$ cat src/rtl/running_line_render_if.sv
// Pixel-side bundle for running_line_render: timing in, font ROM link, VGA out.
// Build option: RUNNING_LINE_PAUSE_EN adds the pause input.
// master = timing generator / ROM / pins side, slave = the renderer.
interface running_line_render_if #(
  parameter int CORDW = 10
);
  logic [CORDW-1:0] sx;
  logic [CORDW-1:0] sy;
  logic             de;
  logic             hsync;
  logic             vsync;
  logic [10:0]      font_addr;
  logic [7:0]       font_data;
`ifdef RUNNING_LINE_PAUSE_EN
  logic             pause;
`endif
  logic             hsync_o;
  logic             vsync_o;
  logic             de_o;
  logic [3:0]       vga_r;
  logic [3:0]       vga_g;
  logic [3:0]       vga_b;

  modport master (
`ifdef RUNNING_LINE_PAUSE_EN
    output pause,
`endif
    output sx, sy, de, hsync, vsync, font_data,
    input  font_addr, hsync_o, vsync_o, de_o, vga_r, vga_g, vga_b
  );

  modport slave (
`ifdef RUNNING_LINE_PAUSE_EN
    input  pause,
`endif
    input  sx, sy, de, hsync, vsync, font_data,
    output font_addr, hsync_o, vsync_o, de_o, vga_r, vga_g, vga_b
  );
endinterface

$ cat src/rtl/running_line_render.sv
// running_line_render: draws a right-to-left scrolling text band into 12-bit RGB.
// Fixed 3-cycle latency from sx/sy/de/syncs to colour, de_o and syncs.
// Build option: RUNNING_LINE_PAUSE_EN (pause input freezes the scroll on frame ticks).
module running_line_render #(
  parameter int          CORDW      = 10,
  parameter int          H_RES      = 640,
  parameter int          V_RES      = 480,
  parameter int          LINE_Y     = 224,
  parameter int          SCALE_LOG2 = 2,
  parameter int          MSG_LEN    = 16,
  parameter logic [8*MSG_LEN-1:0] MSG = "RUNNING LINE VGA",
  parameter int          SPEED      = 2,
  parameter logic [11:0] FG_RGB     = 12'hFF0,
  parameter logic [11:0] BG_RGB     = 12'h008
) (
  input logic              clk_pix,
  input logic              rst,
  running_line_render_if.slave io
);
  localparam int GH  = 8 << SCALE_LOG2;
  localparam int L   = H_RES + MSG_LEN * GH;
  // wide enough for any sx plus any scroll before the wrap subtract
  localparam int SW  = $clog2((1 << CORDW) + L);
  localparam int CIW = (MSG_LEN > 1) ? $clog2(MSG_LEN) : 1;
  localparam logic [MSG_LEN-1:0][7:0] MSG_ARR = MSG;

  logic [SW-1:0]  r_scroll;
  logic [10:0]    r_font_addr;
  logic           r_text1, r_band1, r_text2, r_band2;
  logic [2:0]     r_col1, r_col2;
  logic [2:0]     r_de_pipe, r_hs_pipe, r_vs_pipe;
  logic [11:0]    r_rgb;

  logic           w_run, w_tick;
  logic [SW-1:0]  w_scroll_sum, w_scroll_nx;
  logic [SW-1:0]  w_vx_sum, w_vx, w_tx;
  logic           w_in_band, w_in_text;
  logic [CIW-1:0] w_ci, w_char_idx;
  logic [2:0]     w_col, w_row;
  logic [7:0]     w_char;
  logic           w_bit;

`ifdef RUNNING_LINE_PAUSE_EN
  assign w_run = ~io.pause;
`else
  assign w_run = 1'b1;
`endif

  // frame tick on the last active pixel, so scroll is stable across a visible frame
  assign w_tick       = io.de && (io.sx == CORDW'(H_RES - 1)) && (io.sy == CORDW'(V_RES - 1)) && w_run;
  assign w_scroll_sum = r_scroll + SW'(SPEED);
  assign w_scroll_nx  = (w_scroll_sum >= SW'(L)) ? w_scroll_sum - SW'(L) : w_scroll_sum;

  // stage 0: position within the virtual strip [blank H_RES | message]
  assign w_vx_sum   = SW'(io.sx) + r_scroll;
  assign w_vx       = (w_vx_sum >= SW'(L)) ? w_vx_sum - SW'(L) : w_vx_sum;
  assign w_in_band  = io.de && (io.sy >= CORDW'(LINE_Y)) && (io.sy < CORDW'(LINE_Y + GH));
  assign w_in_text  = w_in_band && (w_vx >= SW'(H_RES));
  assign w_tx       = w_vx - SW'(H_RES);
  assign w_ci       = CIW'(w_tx >> (SCALE_LOG2 + 3));
  assign w_col      = 3'(w_tx >> SCALE_LOG2);
  assign w_row      = 3'((io.sy - CORDW'(LINE_Y)) >> SCALE_LOG2);
  // char 0 sits in the top byte of MSG
  assign w_char_idx = CIW'(MSG_LEN - 1) - w_ci;
  assign w_char     = MSG_ARR[w_char_idx];

  // scroll position, advanced once per frame tick and wrapped at the strip length
  always_ff @(posedge clk_pix or posedge rst) begin
    if (rst)         r_scroll <= '0;
    else if (w_tick) r_scroll <= w_scroll_nx;
  end

  // stage 1: issue the ROM address (held outside the text) and carry pixel context
  always_ff @(posedge clk_pix or posedge rst) begin
    if (rst) begin
      r_font_addr <= '0;
      r_text1     <= 1'b0;
      r_band1     <= 1'b0;
      r_col1      <= '0;
    end else begin
      if (w_in_text) r_font_addr <= {w_char, w_row};
      r_text1 <= w_in_text;
      r_band1 <= w_in_band;
      r_col1  <= w_col;
    end
  end

  // stage 2: wait out the ROM read; font_data becomes valid for this pixel after this edge
  always_ff @(posedge clk_pix or posedge rst) begin
    if (rst) begin
      r_text2 <= 1'b0;
      r_band2 <= 1'b0;
      r_col2  <= '0;
    end else begin
      r_text2 <= r_text1;
      r_band2 <= r_band1;
      r_col2  <= r_col1;
    end
  end

  // de and syncs ride a 3-deep shift register; syncs idle high
  always_ff @(posedge clk_pix or posedge rst) begin
    if (rst) begin
      r_de_pipe <= '0;
      r_hs_pipe <= '1;
      r_vs_pipe <= '1;
    end else begin
      r_de_pipe <= {r_de_pipe[1:0], io.de};
      r_hs_pipe <= {r_hs_pipe[1:0], io.hsync};
      r_vs_pipe <= {r_vs_pipe[1:0], io.vsync};
    end
  end

  // stage 3: the glyph bit is taken straight from the ROM output to keep latency at 3
  assign w_bit = io.font_data[3'd7 - r_col2];

  // colour select: text pixel, band background, or black
  always_ff @(posedge clk_pix or posedge rst) begin
    if (rst)                            r_rgb <= '0;
    else if (!r_de_pipe[1])             r_rgb <= '0;
    else if (r_band2 && r_text2 && w_bit) r_rgb <= FG_RGB;
    else if (r_band2)                   r_rgb <= BG_RGB;
    else                                r_rgb <= '0;
  end

  assign io.font_addr = r_font_addr;
  assign io.de_o      = r_de_pipe[2];
  assign io.hsync_o   = r_hs_pipe[2];
  assign io.vsync_o   = r_vs_pipe[2];
  assign io.vga_r     = r_rgb[11:8];
  assign io.vga_g     = r_rgb[7:4];
  assign io.vga_b     = r_rgb[3:0];
endmodule

$ cat src/flat_wrapper.sv
// flat-port wrapper written by rule: the top's interface ports become plain ports
module running_line_render_flat 
#(
  parameter int          CORDW      = 10,
  parameter int          H_RES      = 640,
  parameter int          V_RES      = 480,
  parameter int          LINE_Y     = 224,
  parameter int          SCALE_LOG2 = 2,
  parameter int          MSG_LEN    = 16,
  parameter logic [8*MSG_LEN-1:0] MSG = "                ",
  parameter int          SPEED      = 2,
  parameter logic [11:0] FG_RGB     = 12'hFF0,
  parameter logic [11:0] BG_RGB     = 12'h008
)
  (clk_pix, rst, io_sx, io_sy, io_de, io_hsync, io_vsync, io_font_data, io_font_addr, io_hsync_o, io_vsync_o, io_de_o, io_vga_r, io_vga_g, io_vga_b);
  running_line_render_if #(.CORDW(CORDW)) io_i ();
  input logic clk_pix;
  input logic rst;
  input wire logic [$bits(io_i.sx)-1:0] io_sx;
  input wire logic [$bits(io_i.sy)-1:0] io_sy;
  input wire logic [$bits(io_i.de)-1:0] io_de;
  input wire logic [$bits(io_i.hsync)-1:0] io_hsync;
  input wire logic [$bits(io_i.vsync)-1:0] io_vsync;
  input wire logic [$bits(io_i.font_data)-1:0] io_font_data;
  output wire logic [$bits(io_i.font_addr)-1:0] io_font_addr;
  output wire logic [$bits(io_i.hsync_o)-1:0] io_hsync_o;
  output wire logic [$bits(io_i.vsync_o)-1:0] io_vsync_o;
  output wire logic [$bits(io_i.de_o)-1:0] io_de_o;
  output wire logic [$bits(io_i.vga_r)-1:0] io_vga_r;
  output wire logic [$bits(io_i.vga_g)-1:0] io_vga_g;
  output wire logic [$bits(io_i.vga_b)-1:0] io_vga_b;
  assign io_i.sx = io_sx;
  assign io_i.sy = io_sy;
  assign io_i.de = io_de;
  assign io_i.hsync = io_hsync;
  assign io_i.vsync = io_vsync;
  assign io_i.font_data = io_font_data;
  assign io_font_addr = io_i.font_addr;
  assign io_hsync_o = io_i.hsync_o;
  assign io_vsync_o = io_i.vsync_o;
  assign io_de_o = io_i.de_o;
  assign io_vga_r = io_i.vga_r;
  assign io_vga_g = io_i.vga_g;
  assign io_vga_b = io_i.vga_b;
  running_line_render #(.CORDW(CORDW), .H_RES(H_RES), .V_RES(V_RES), .LINE_Y(LINE_Y), .SCALE_LOG2(SCALE_LOG2), .MSG_LEN(MSG_LEN), .MSG(MSG), .SPEED(SPEED), .FG_RGB(FG_RGB), .BG_RGB(BG_RGB)) u_core (.clk_pix(clk_pix), .rst(rst), .io(io_i));
endmodule
$ cat config.mk
export PLATFORM = sky130hd
export DESIGN_NAME = running_line_render_flat
export DESIGN_NICKNAME = d
export VERILOG_FILES = /design/src/rtl/running_line_render_if.sv /design/src/rtl/running_line_render.sv /design/src/flat_wrapper.sv
export SDC_FILE = /design/constraint.sdc
export NUM_CORES = 1
export LEC_CHECK = 0
export CORE_MARGIN = 2
export CORE_UTILIZATION = 35
export DETAILED_ROUTE_END_ITERATION = 8
export PLACE_DENSITY_LB_ADDON = 0.25
export RECOVER_POWER = 25
export SYNTH_ARGS = -nofsm -noshare
export SYNTH_HDL_FRONTEND = slang
export SYNTH_SLANG_ARGS = --single-unit
$ cat constraint.sdc
create_clock -name clk_pix -period 7.1 [get_ports clk_pix]
set_clock_uncertainty 0.05 [all_clocks]
set_input_delay 1.42 -clock clk_pix [delete_from_list [all_inputs] [get_ports clk_pix]]
set_output_delay 1.42 -clock clk_pix [all_outputs]
set_load 0.05 [all_outputs]
==> impl_metrics.env, run 1 <==
export IMPL_run_status="completed"
export IMPL_crit_type="in -> reg"
export IMPL_irDropWorstVdd_mv=0.0588
export IMPL_ctsLongestPathBuffers=2
export IMPL_power_density_cell_area_nw_per_um2=155
export IMPL_vias_per_cell=5.04
export IMPL_cts_repair_timing_setup_buffer_count=0
export IMPL_synth_edff_count=0
export IMPL_synth_mux_area_fraction=0.0399
export IMPL_antenna_left=0
export IMPL_syn_area_per_cell_um2=9.70
export IMPL_max_cap_violations=0
export IMPL_min_period_ns=4.91
export IMPL_synth_adder_area_share=0.0850
export IMPL_drt_pre_antenna_iters=4
export IMPL_synth_xor_xnor_area_share=0.0502
export IMPL_startpoint_type="input port"
export IMPL_yosysWarningCount=0
export IMPL_die_outline_area_um2=7670
export IMPL_clkTransAtPathRegs_ns=0.08
export IMPL_root_buffer="sky130_fd_sc_hd__clkbuf_8"
export IMPL_drive_gt1_frac=0.0847
export IMPL_crit_required_ns=7.20
export IMPL_clkSinkCount=36
export IMPL_route_detailed_drc=0
export IMPL_tcrit_tclk_final=0.692
export IMPL_yosys_most_used_dff="sky130_fd_sc_hd__dfrtp_1"
export IMPL_finalHoldViolations=0
export IMPL_synthMostInstantiatedCell="sky130_fd_sc_hd__dfrtp_1"
export IMPL_holdCritPathClass="reg -> reg"
export IMPL_synthDominantCellAreaShare=0.307
export IMPL_setup_tns_ns=0
export IMPL_clkLatencyLatePin_ns=0.29
export IMPL_synth_top_cells_by_count="sky130_fd_sc_hd__dfrtp_1 (30), sky130_fd_sc_hd__nand2_1 (19), sky130_fd_sc_hd__buf_4 (17)"
export IMPL_final_cell_count_no_fill=391
export IMPL_numPlacedInstances=383
export IMPL_crit_arrival_ns=5.01
export IMPL_area_delta_synth_final_pct=24.2
export IMPL_num_rows=30
export IMPL_initial_antenna_violation_count=0
export IMPL_cellLeakagePower_uw=0.00133
export IMPL_grt_total_usage=0.151
export IMPL_tritoncts_num_buffers=5
export IMPL_async_reset_ff_frac=1.00
export IMPL_yosys_top_cells_area="sky130_fd_sc_hd__dfrtp_1 (31%), sky130_fd_sc_hd__ha_1 (7.7%), sky130_fd_sc_hd__dfstp_2 (6.4%), sky130_fd_sc_hd__buf_4 (5.2%), sky130_fd_sc_hd__nand2_1 (2.9%)"
export IMPL_syn_cell_area_um2=2440
export IMPL_grt_overflow=0
export IMPL_floorplan_initialDensity=0.360
export IMPL_synth_top_family_by_area="simple AND/OR/NAND/NOR gates"
export IMPL_layout_area_seq_um2=908
export IMPL_cts_hold_buffers_added=0
export IMPL_tightestPinTransition_ns=0.636
export IMPL_die_w_um=87.6
export IMPL_synth_cell_types=61
export IMPL_crit_path_capture_type="register"
export IMPL_detailedRoute_firstIterationViolations=54
export IMPL_core_area_um2=6790
export IMPL_wire_length_reported_by_the_detailed_router_um=5390
export IMPL_synth_area_leader_cell="sky130_fd_sc_hd__dfrtp_1"
export IMPL_slew_viol_final=0
export IMPL_finalWeightedCongestion=0.864
export IMPL_synthSimpleGateAreaFrac=0.185
export IMPL_die_y_um=87.6
export IMPL_setup_viol=0
export IMPL_synth_seq_area_share=0.372
export IMPL_detailed_place_hpwl_um=4110
export IMPL_via_count_of_the_first_global_routing_pass=1912
export IMPL_synth_cells=252
export IMPL_cts_resized=0
export IMPL_complex_gate_fraction_of_the_synthesized_area=0.182
export IMPL_wl_per_cell_um=13.8
export IMPL_via_count=1970
export IMPL_maximum_number_of_pins_on_one_net_before_global_route_repair=22
export IMPL_global_route_wire_length_before_repair_um=8990
export IMPL_multi_input_area_um2=1360
export IMPL_grt_setup_unrepaired="false"
export IMPL_fillerInstances=659
export IMPL_synth_seq_cells=36
export IMPL_max_freq_mhz=203
export IMPL_slew_limit_headroom=0.576
export IMPL_num_nets_final=343
export IMPL_htree_num_levels=2
export IMPL_crit_path_max_fanout=5
export IMPL_boundaryPins=59
export IMPL_port_buffers=48
export IMPL_insertedDiodeCount=0
export IMPL_cts_tree="yes"
layout make-up:
type	count	area share
clock buffer	6	0.0239
clock inverter	2	0.0115
inverter	13	0.0161
multi-input combinational	189	0.449
sequential	36	0.299
tap	96	0.0396
timing repair buffer	49	0.161
power breakdown:
group	switching, uW	internal [uW]
Combinational	44.6	30.8
Sequential	2.63	213
Clock	75.9	104
kinds of logic (layout without fill, tap and decap cells):
family,Yosys count,in the layout
other,1,10
buffers and inverters,36,70
muxes,7,7
and+or+nand+nor,80,80
xor gates and xnor gates,14,14
adders and majority gates,16,16
DFF,36,36
AOI/OAI and AO/OA,62,62
per-stage QoR:
stage                     instance area, um2  hold WS (ns)  setup slack (ns)  power [uW]   util
final                                   3040         0.304              2.19         471  0.447
after floorplan                         2480         0.281              2.78         268      -
after detailed placement                2930         0.285              1.94         295  0.431
after CTS                               3040         0.306              2.22         477  0.447
after global routing                    3040         0.310              1.91         493  0.447
after global placement                  2930         0.283              2.08         295  0.431
worst paths after layout:
kind                                                      end  slack [ns]  cells past startpoint                            from
min                                  u_core.r_text2$_DFF_PP0_        0.30                      0        u_core.r_text1$_DFF_PP0_
max in group asynchronous       u_core.r_hs_pipe[0]$_DFF_PP1_        4.60                      3                             rst
max reg2reg                u_core.io.font_addr[2]$_DFFE_PP0P_        3.28                     14  u_core.r_scroll[1]$_DFFE_PP0P_
max                        u_core.io.font_addr[2]$_DFFE_PP0P_        2.19                     15                        io_sx[1]
min reg2reg                          u_core.r_text2$_DFF_PP0_        0.30                      0        u_core.r_text1$_DFF_PP0_
min in group asynchronous       u_core.r_de_pipe[2]$_DFF_PP0_        1.60                      2                             rst
critical path, stage by stage:
cell                              delay [ns]
sky130_fd_sc_hd__clkdlybuf4s50_1        0.50
sky130_fd_sc_hd__ha_1                   0.21
sky130_fd_sc_hd__inv_1                  0.07
sky130_fd_sc_hd__fa_1                   0.39
sky130_fd_sc_hd__nand2b_1               0.17
sky130_fd_sc_hd__a21oi_2                0.22
sky130_fd_sc_hd__o21a_1                 0.18
sky130_fd_sc_hd__or2_1                  0.20
sky130_fd_sc_hd__ha_1                   0.26
sky130_fd_sc_hd__inv_1                  0.10
sky130_fd_sc_hd__or3_1                  0.31
sky130_fd_sc_hd__mux2i_1                0.17
sky130_fd_sc_hd__nor4b_2                0.10
sky130_fd_sc_hd__o31ai_1                0.53
sky130_fd_sc_hd__o211ai_1               0.18
state kept, by name, indices dropped and copies added, names as in the netlist:
register,count
u_core.r_band1,1
u_core.io.font_addr,4
u_core.r_hs_pipe,3
u_core.r_col1,3
u_core.r_rgb,2
u_core.r_vs_pipe,3
u_core.r_scroll,11
u_core.r_band2,1
u_core.r_col2,3
u_core.r_text2,1
u_core.r_de_pipe,3
u_core.r_text1,1
cells in the final DEF (no fill, tap or decap), drive strengths merged, types with 10 or more instances in the layout:
cell type / count
ha: 15
inv: 13
dfrtp: 30
o21ai: 15
conb: 10
nor2: 12
nand2: 20
a21oi: 10
clkdlybuf4s50: 44
metal layers:
layer  vias up  global-route usage  wire [um]
met5         -                   0          0
met4         0              0.0503         79
met3         7              0.0377        316
met2        56               0.233       2310
met1       929               0.207       2680
li1        978                   -          -
(Power assumes the default switching activity.)
==> run 2: changes to the inputs <==
- clock period: 7.1 -> 4.2 ns (I/O delays scaled with it)
==> impl_metrics.env, run 2 (synthesis results as in run 1) <==
export IMPL_r2r_worst_path_cells=14
export IMPL_cellLeakagePower_uw=0.00136
export IMPL_port_buffers=48
export IMPL_r2r_slack_ns=0.80
export IMPL_drive_gt1_frac=0.112
export IMPL_crit_arrival_ns=4.02
export IMPL_clkTransAtPathRegs_ns=0.08
export IMPL_crit_reg2reg_launch="u_core.r_scroll[1]$_DFFE_PP0P_"
export IMPL_finalHoldViolations=0
export IMPL_layout_cell_area_non_filler_um2=3080
export IMPL_tightestPinTransition_ns=0.708
export IMPL_post_place_ws_ns=-0.0227
export IMPL_floorplan_initialDensity=0.360
export IMPL_num_nets_final=351
export IMPL_via_count=2014
export IMPL_dpl_cell_area_um2=2990
export IMPL_power_uw=746
export IMPL_min_period_ns=3.92
export IMPL_setup_viol=0
export IMPL_detailed_place_hpwl_um=4270
export IMPL_wl_per_cell_um=13.9
export IMPL_drt_pre_antenna_iters=4
export IMPL_wire_length_reported_by_the_detailed_router_um=5530
export IMPL_tcrit_tclk_final=0.934
export IMPL_die_outline_area_um2=7670
export IMPL_holdCritPathClass="reg -> reg"
export IMPL_initial_antenna_violation_count=0
export IMPL_die_w_um=87.6
export IMPL_max_cap_violations=0
export IMPL_setup_tns_ns=0
export IMPL_maximum_number_of_pins_on_one_net_before_global_route_repair=20
export IMPL_clkLatencyLatePin_ns=0.29
export IMPL_cts_resized=0
export IMPL_crit_path_max_fanout=5
export IMPL_worst_path_cell_trace="clkdlybuf4s50_1 > ha_1 > inv_1 > fa_1 > nand2b_1 > a21oi_2 > o21a_1 > or2_1 > ha_1 > inv_1 > or3_1 > mux2i_1 > nor4b_2 > o31ai_1 > o211ai_1"
export IMPL_largest_reg_by_ff_count="u_core.r_scroll"
export IMPL_rr_endpoint="u_core.io.font_addr[0]$_DFFE_PP0P_"
export IMPL_grt_total_usage=0.153
export IMPL_root_buffer="sky130_fd_sc_hd__clkbuf_8"
export IMPL_cts_repair_timing_setup_buffer_count=0
export IMPL_insertedDiodeCount=0
export IMPL_htree_num_levels=2
export IMPL_largest_register_ffs=11
export IMPL_core_area_um2=6790
export IMPL_slowest_delay_ns=0.50
export IMPL_final_core_utilization=0.453
export IMPL_ctsLongestPathBuffers=2
export IMPL_startpoint_type="input port"
export IMPL_antenna_left=0
export IMPL_layout_common_cells="sky130_fd_sc_hd__clkdlybuf4s50_1 (44), sky130_fd_sc_hd__dfrtp_1 (30), sky130_fd_sc_hd__nand2_1 (19), sky130_fd_sc_hd__ha_1 (15), sky130_fd_sc_hd__inv_1 (13)"
export IMPL_timing_hold_worst_start="u_core.r_col1[1]$_DFF_PP0_"
export IMPL_power_density_cell_area_nw_per_um2=242
export IMPL_crit_type="in -> reg"
export IMPL_critical_path_slowest_cell="sky130_fd_sc_hd__clkdlybuf4s50_1"
export IMPL_timing_hold_worst_path_depth=0
export IMPL_clkSinkCount=36
export IMPL_global_route_wire_length_before_repair_um=9150
export IMPL_route_detailed_drc=0
export IMPL_critical_path_buf_inv_count=3
export IMPL_detailedRoute_firstIterationViolations=69
export IMPL_max_freq_mhz=255
export IMPL_num_rows=30
export IMPL_mostFrequentLayoutCell="sky130_fd_sc_hd__clkdlybuf4s50_1"
export IMPL_grt_setup_unrepaired="false"
export IMPL_finalWeightedCongestion=0.830
export IMPL_tritoncts_num_buffers=5
export IMPL_crit_path_capture_type="register"
export IMPL_worst_path_dominant_cell_family="compound AO/OA/AOI/OAI gates"
export IMPL_run_status="completed"
export IMPL_timing_final_ws_setup_ns=0.278
export IMPL_die_y_um=87.6
export IMPL_slew_limit_headroom=0.527
export IMPL_cts_tree="yes"
export IMPL_crit_required_ns=4.30
export IMPL_grt_overflow=0
export IMPL_irDropWorstVdd_mv=0.0906
export IMPL_slew_viol_final=0
export IMPL_hold_path_end="u_core.r_col2[1]$_DFF_PP0_"
export IMPL_via_count_of_the_first_global_routing_pass=1882
export IMPL_boundaryPins=59
export IMPL_cts_hold_buffers_added=0
export IMPL_area_delta_synth_final_pct=25.8
export IMPL_vias_per_cell=5.05
-- run 2: how the worst max path moves through the flow --
stage	cells after the start	start	end
after floorplan	15	io_sx[1]	u_core.io.font_addr[8]$_DFFE_PP0P_
after global placement	15	io_sx[1]	u_core.io.font_addr[1]$_DFFE_PP0P_
after detailed placement	15	io_sx[1]	u_core.io.font_addr[0]$_DFFE_PP0P_
after CTS	15	io_sx[1]	u_core.io.font_addr[8]$_DFFE_PP0P_
after global routing	15	io_sx[1]	u_core.io.font_addr[0]$_DFFE_PP0P_
final	15	io_sx[1]	u_core.io.font_addr[0]$_DFFE_PP0P_
-- run 2: power by group --
| group | internal (uW) | total, uW | leakage [uW] | switching [uW] |
|---|---|---|---|---|
| combinational | 54.9 | 131 | 0.000853 | 76.2 |
| clock | 116 | 250 | 0.0000479 | 134 |
| sequential | 360 | 364 | 0.000460 | 4.69 |
-- run 2: cell type report --
cell class / count / area [um2]
fill: 657 / 3720
inverter: 13 / 48.8
tap: 96 / 120
sequential: 36 / 908
clock buffer: 5 / 68.8
multi-input combinational: 189 / 1360
clock inverter: 3 / 18.8
timing repair buffer: 57 / 548
-- run 2: metal layers --
layer | part of all wire | vias to the layer above | global-route usage
met5 | 0 | - | 0
met4 | 0.0063 | 0 | 0.0392
met3 | 0.065 | 4 | 0.0386
met2 | 0.45 | 67 | 0.237
met1 | 0.48 | 947 | 0.214
li1 | - | 996 | -
-- run 2: per-stage QoR --
stage / hold slack [ns] / std cells
global route: 0.314 / 399
finish: 0.300 / 399
floorplan: 0.281 / 261
global placement: 0.282 / 391
detailed placement: 0.285 / 391
CTS: 0.303 / 399
==> run 3: changes to the inputs <==
- CELL_PAD_IN_SITES_DETAIL_PLACEMENT: unset -> 2
- CELL_PAD_IN_SITES_GLOBAL_PLACEMENT: unset -> 2
- CORE_ASPECT_RATIO: unset -> 1.4
- CORE_UTILIZATION: 35 -> 27
- SLEW_MARGIN: unset -> 0
==> impl_metrics.env, run 3 (synthesis results as in run 1) <==
export IMPL_slew_viol_final=37
export IMPL_vias_per_cell=5.07
export IMPL_tritoncts_num_buffers=5
export IMPL_crit_arrival_ns=4.10
export IMPL_insertedDiodeCount=0
export IMPL_area_delta_synth_final_pct=30.2
export IMPL_failing_checks="capacitance limit, slew limit"
export IMPL_num_nets_final=355
export IMPL_r2r_slack_ns=0.75
export IMPL_clkLatencyLatePin_ns=0.28
export IMPL_crit_required_ns=4.31
export IMPL_fillerInstances=1002
export IMPL_setup_viol=0
export IMPL_timing_hold_worst_path_depth=0
export IMPL_via_count=2101
export IMPL_grt_most_used_layer="met2"
export IMPL_slew_limit_headroom=-0.346
export IMPL_via_count_of_the_first_global_routing_pass=2303
export IMPL_irDropWorstVdd_mv=0.169
export IMPL_core_area_um2=8930
export IMPL_detailed_place_hpwl_um=5640
export IMPL_largest_reg_by_ff_count="u_core.r_scroll"
export IMPL_grt_met2_usage=0.304
export IMPL_mostFrequentLayoutCell="sky130_fd_sc_hd__clkdlybuf4s50_1"
export IMPL_port_buffers=48
export IMPL_max_freq_mhz=250
export IMPL_finalWeightedCongestion=0.787
export IMPL_tcrit_tclk_final=0.951
export IMPL_drt_pre_antenna_iters=4
export IMPL_detailedRoute_firstIterationViolations=29
export IMPL_die_outline_area_um2=9840
export IMPL_floorplan_initialDensity=0.274
export IMPL_timing_hold_worst_start="u_core.r_de_pipe[0]$_DFF_PP0_"
export IMPL_groute_layer_met3_usage=0.0318
export IMPL_min_period_ns=4.00
export IMPL_run_status="complete, but fails checks"
export IMPL_largest_register_ffs=11
export IMPL_crit_path_capture_type="register"
export IMPL_boundaryPins=59
export IMPL_finalHoldViolations=0
export IMPL_power_density_cell_area_nw_per_um2=273
export IMPL_global_route_wire_length_before_repair_um=12100
export IMPL_wl_per_cell_um=17.4
export IMPL_cts_hold_buffers_added=0
export IMPL_htree_num_levels=2
export IMPL_post_place_ws_ns=-0.103
export IMPL_maximum_number_of_pins_on_one_net_before_global_route_repair=37
export IMPL_crit_path_max_fanout=4
export IMPL_drive_gt1_frac=0.127
export IMPL_num_rows=41
export IMPL_hold_path_end="u_core.r_de_pipe[1]$_DFF_PP0_"
export IMPL_initial_antenna_violation_count=0
export IMPL_die_w_um=84.4
export IMPL_startpoint_type="input port"
export IMPL_crit_reg2reg_launch="u_core.r_scroll[1]$_DFFE_PP0P_"
export IMPL_max_cap_violations=1
export IMPL_crit_type="in -> reg"
export IMPL_clkTransAtPathRegs_ns=0.06
export IMPL_grt_total_usage=0.159
export IMPL_clkSinkCount=36
export IMPL_antenna_left=0
export IMPL_grt_use_met1=0.173
export IMPL_grt_overflow=0
export IMPL_cellLeakagePower_uw=0.00141
export IMPL_route_detailed_drc=0
export IMPL_ctsLongestPathBuffers=2
export IMPL_tightestPinTransition_ns=2.02
export IMPL_wire_length_reported_by_the_detailed_router_um=7220
export IMPL_rr_endpoint="u_core.io.font_addr[8]$_DFFE_PP0P_"
export IMPL_cts_tree="yes"
export IMPL_root_buffer="sky130_fd_sc_hd__clkbuf_16"
export IMPL_die_y_um=117
export IMPL_r2r_worst_path_cells=13
export IMPL_holdCritPathClass="reg -> reg"
export IMPL_setup_tns_ns=0
export IMPL_layout_common_cells="sky130_fd_sc_hd__clkdlybuf4s50_1 (44), sky130_fd_sc_hd__dfrtp_1 (30), sky130_fd_sc_hd__nand2_1 (19), sky130_fd_sc_hd__ha_1 (15), sky130_fd_sc_hd__inv_1 (13)"
export IMPL_timing_final_ws_setup_ns=0.204
export IMPL_grt_setup_unrepaired="false"
[run 3: changes by cell type in the layout (fill, tap and decap cells not counted), sizes merged]
cell and change:
buf +3, clkbuf +1
[run 3: how the worst max path moves through the flow]
stage | cells after the start | endpoint | slack, ns | start
CTS | 15 | u_core.io.font_addr[0]$_DFFE_PP0P_ | 0.14 | io_sx[1]
global placement | 15 | u_core.io.font_addr[1]$_DFFE_PP0P_ | 0.03 | io_sx[1]
finish | 14 | u_core.io.font_addr[8]$_DFFE_PP0P_ | 0.20 | io_sx[1]
floorplan | 15 | u_core.io.font_addr[8]$_DFFE_PP0P_ | 0.46 | io_sx[1]
detailed placement | 15 | u_core.io.font_addr[0]$_DFFE_PP0P_ | -0.10 | io_sx[1]
global route | 14 | u_core.io.font_addr[8]$_DFFE_PP0P_ | 0.03 | io_sx[1]
[run 3: through the flow]
stage | instance area (um2) | std cells | util | hold slack, ns | total power, uW
finish | 3180 | 414 | 0.357 | 0.298 | 870
global route | 3180 | 414 | 0.357 | 0.311 | 907
detailed placement | 3030 | 406 | 0.340 | 0.286 | 509
floorplan | 2480 | 261 | - | 0.281 | 453
global placement | 3030 | 406 | 0.340 | 0.283 | 506
CTS | 3180 | 414 | 0.356 | 0.298 | 889
[run 3: power breakdown]
group	internal (uW)	switching (uW)
clock network	219	150
registers	360	4.75
logic	56.3	80.1
[run 3: what timing repair did]
item,CTS,global route
endpoints found under the setup margin,0,5
buffers inserted,0,0
resized for setup,0,2
[run 3: final cells by class]
class | count | area (um2) | share of cell area
sequential | 36 | 908 | 0.285
clock buffer | 5 | 125 | 0.0393
timing repair buffer | 61 | 574 | 0.180
inverter | 13 | 48.8 | 0.0153
clock inverter | 3 | 18.8 | 0.00589
multi-input combinational | 189 | 1380 | 0.432
tap | 107 | 134 | 0.0420
[run 3: worst max-delay path: stages]
cell                              delay [ns]
sky130_fd_sc_hd__clkdlybuf4s50_1        0.48
sky130_fd_sc_hd__ha_1                   0.17
sky130_fd_sc_hd__inv_1                  0.06
sky130_fd_sc_hd__fa_1                   0.38
sky130_fd_sc_hd__nand2b_1               0.18
sky130_fd_sc_hd__a21oi_2                0.23
sky130_fd_sc_hd__o21a_1                 0.18
sky130_fd_sc_hd__or2_1                  0.15
sky130_fd_sc_hd__inv_1                  0.07
sky130_fd_sc_hd__ha_1                   0.30
sky130_fd_sc_hd__nand2b_1               0.17
sky130_fd_sc_hd__or4_4                  0.45
sky130_fd_sc_hd__nand2_2                0.08
sky130_fd_sc_hd__or3b_1                 0.34
[run 3: layer usage]
metal  vias up  wire [um]
met5         -          0
met4         0        154
met3        10        298
li1       1001          -
met2        51       3920
met1      1039       2850
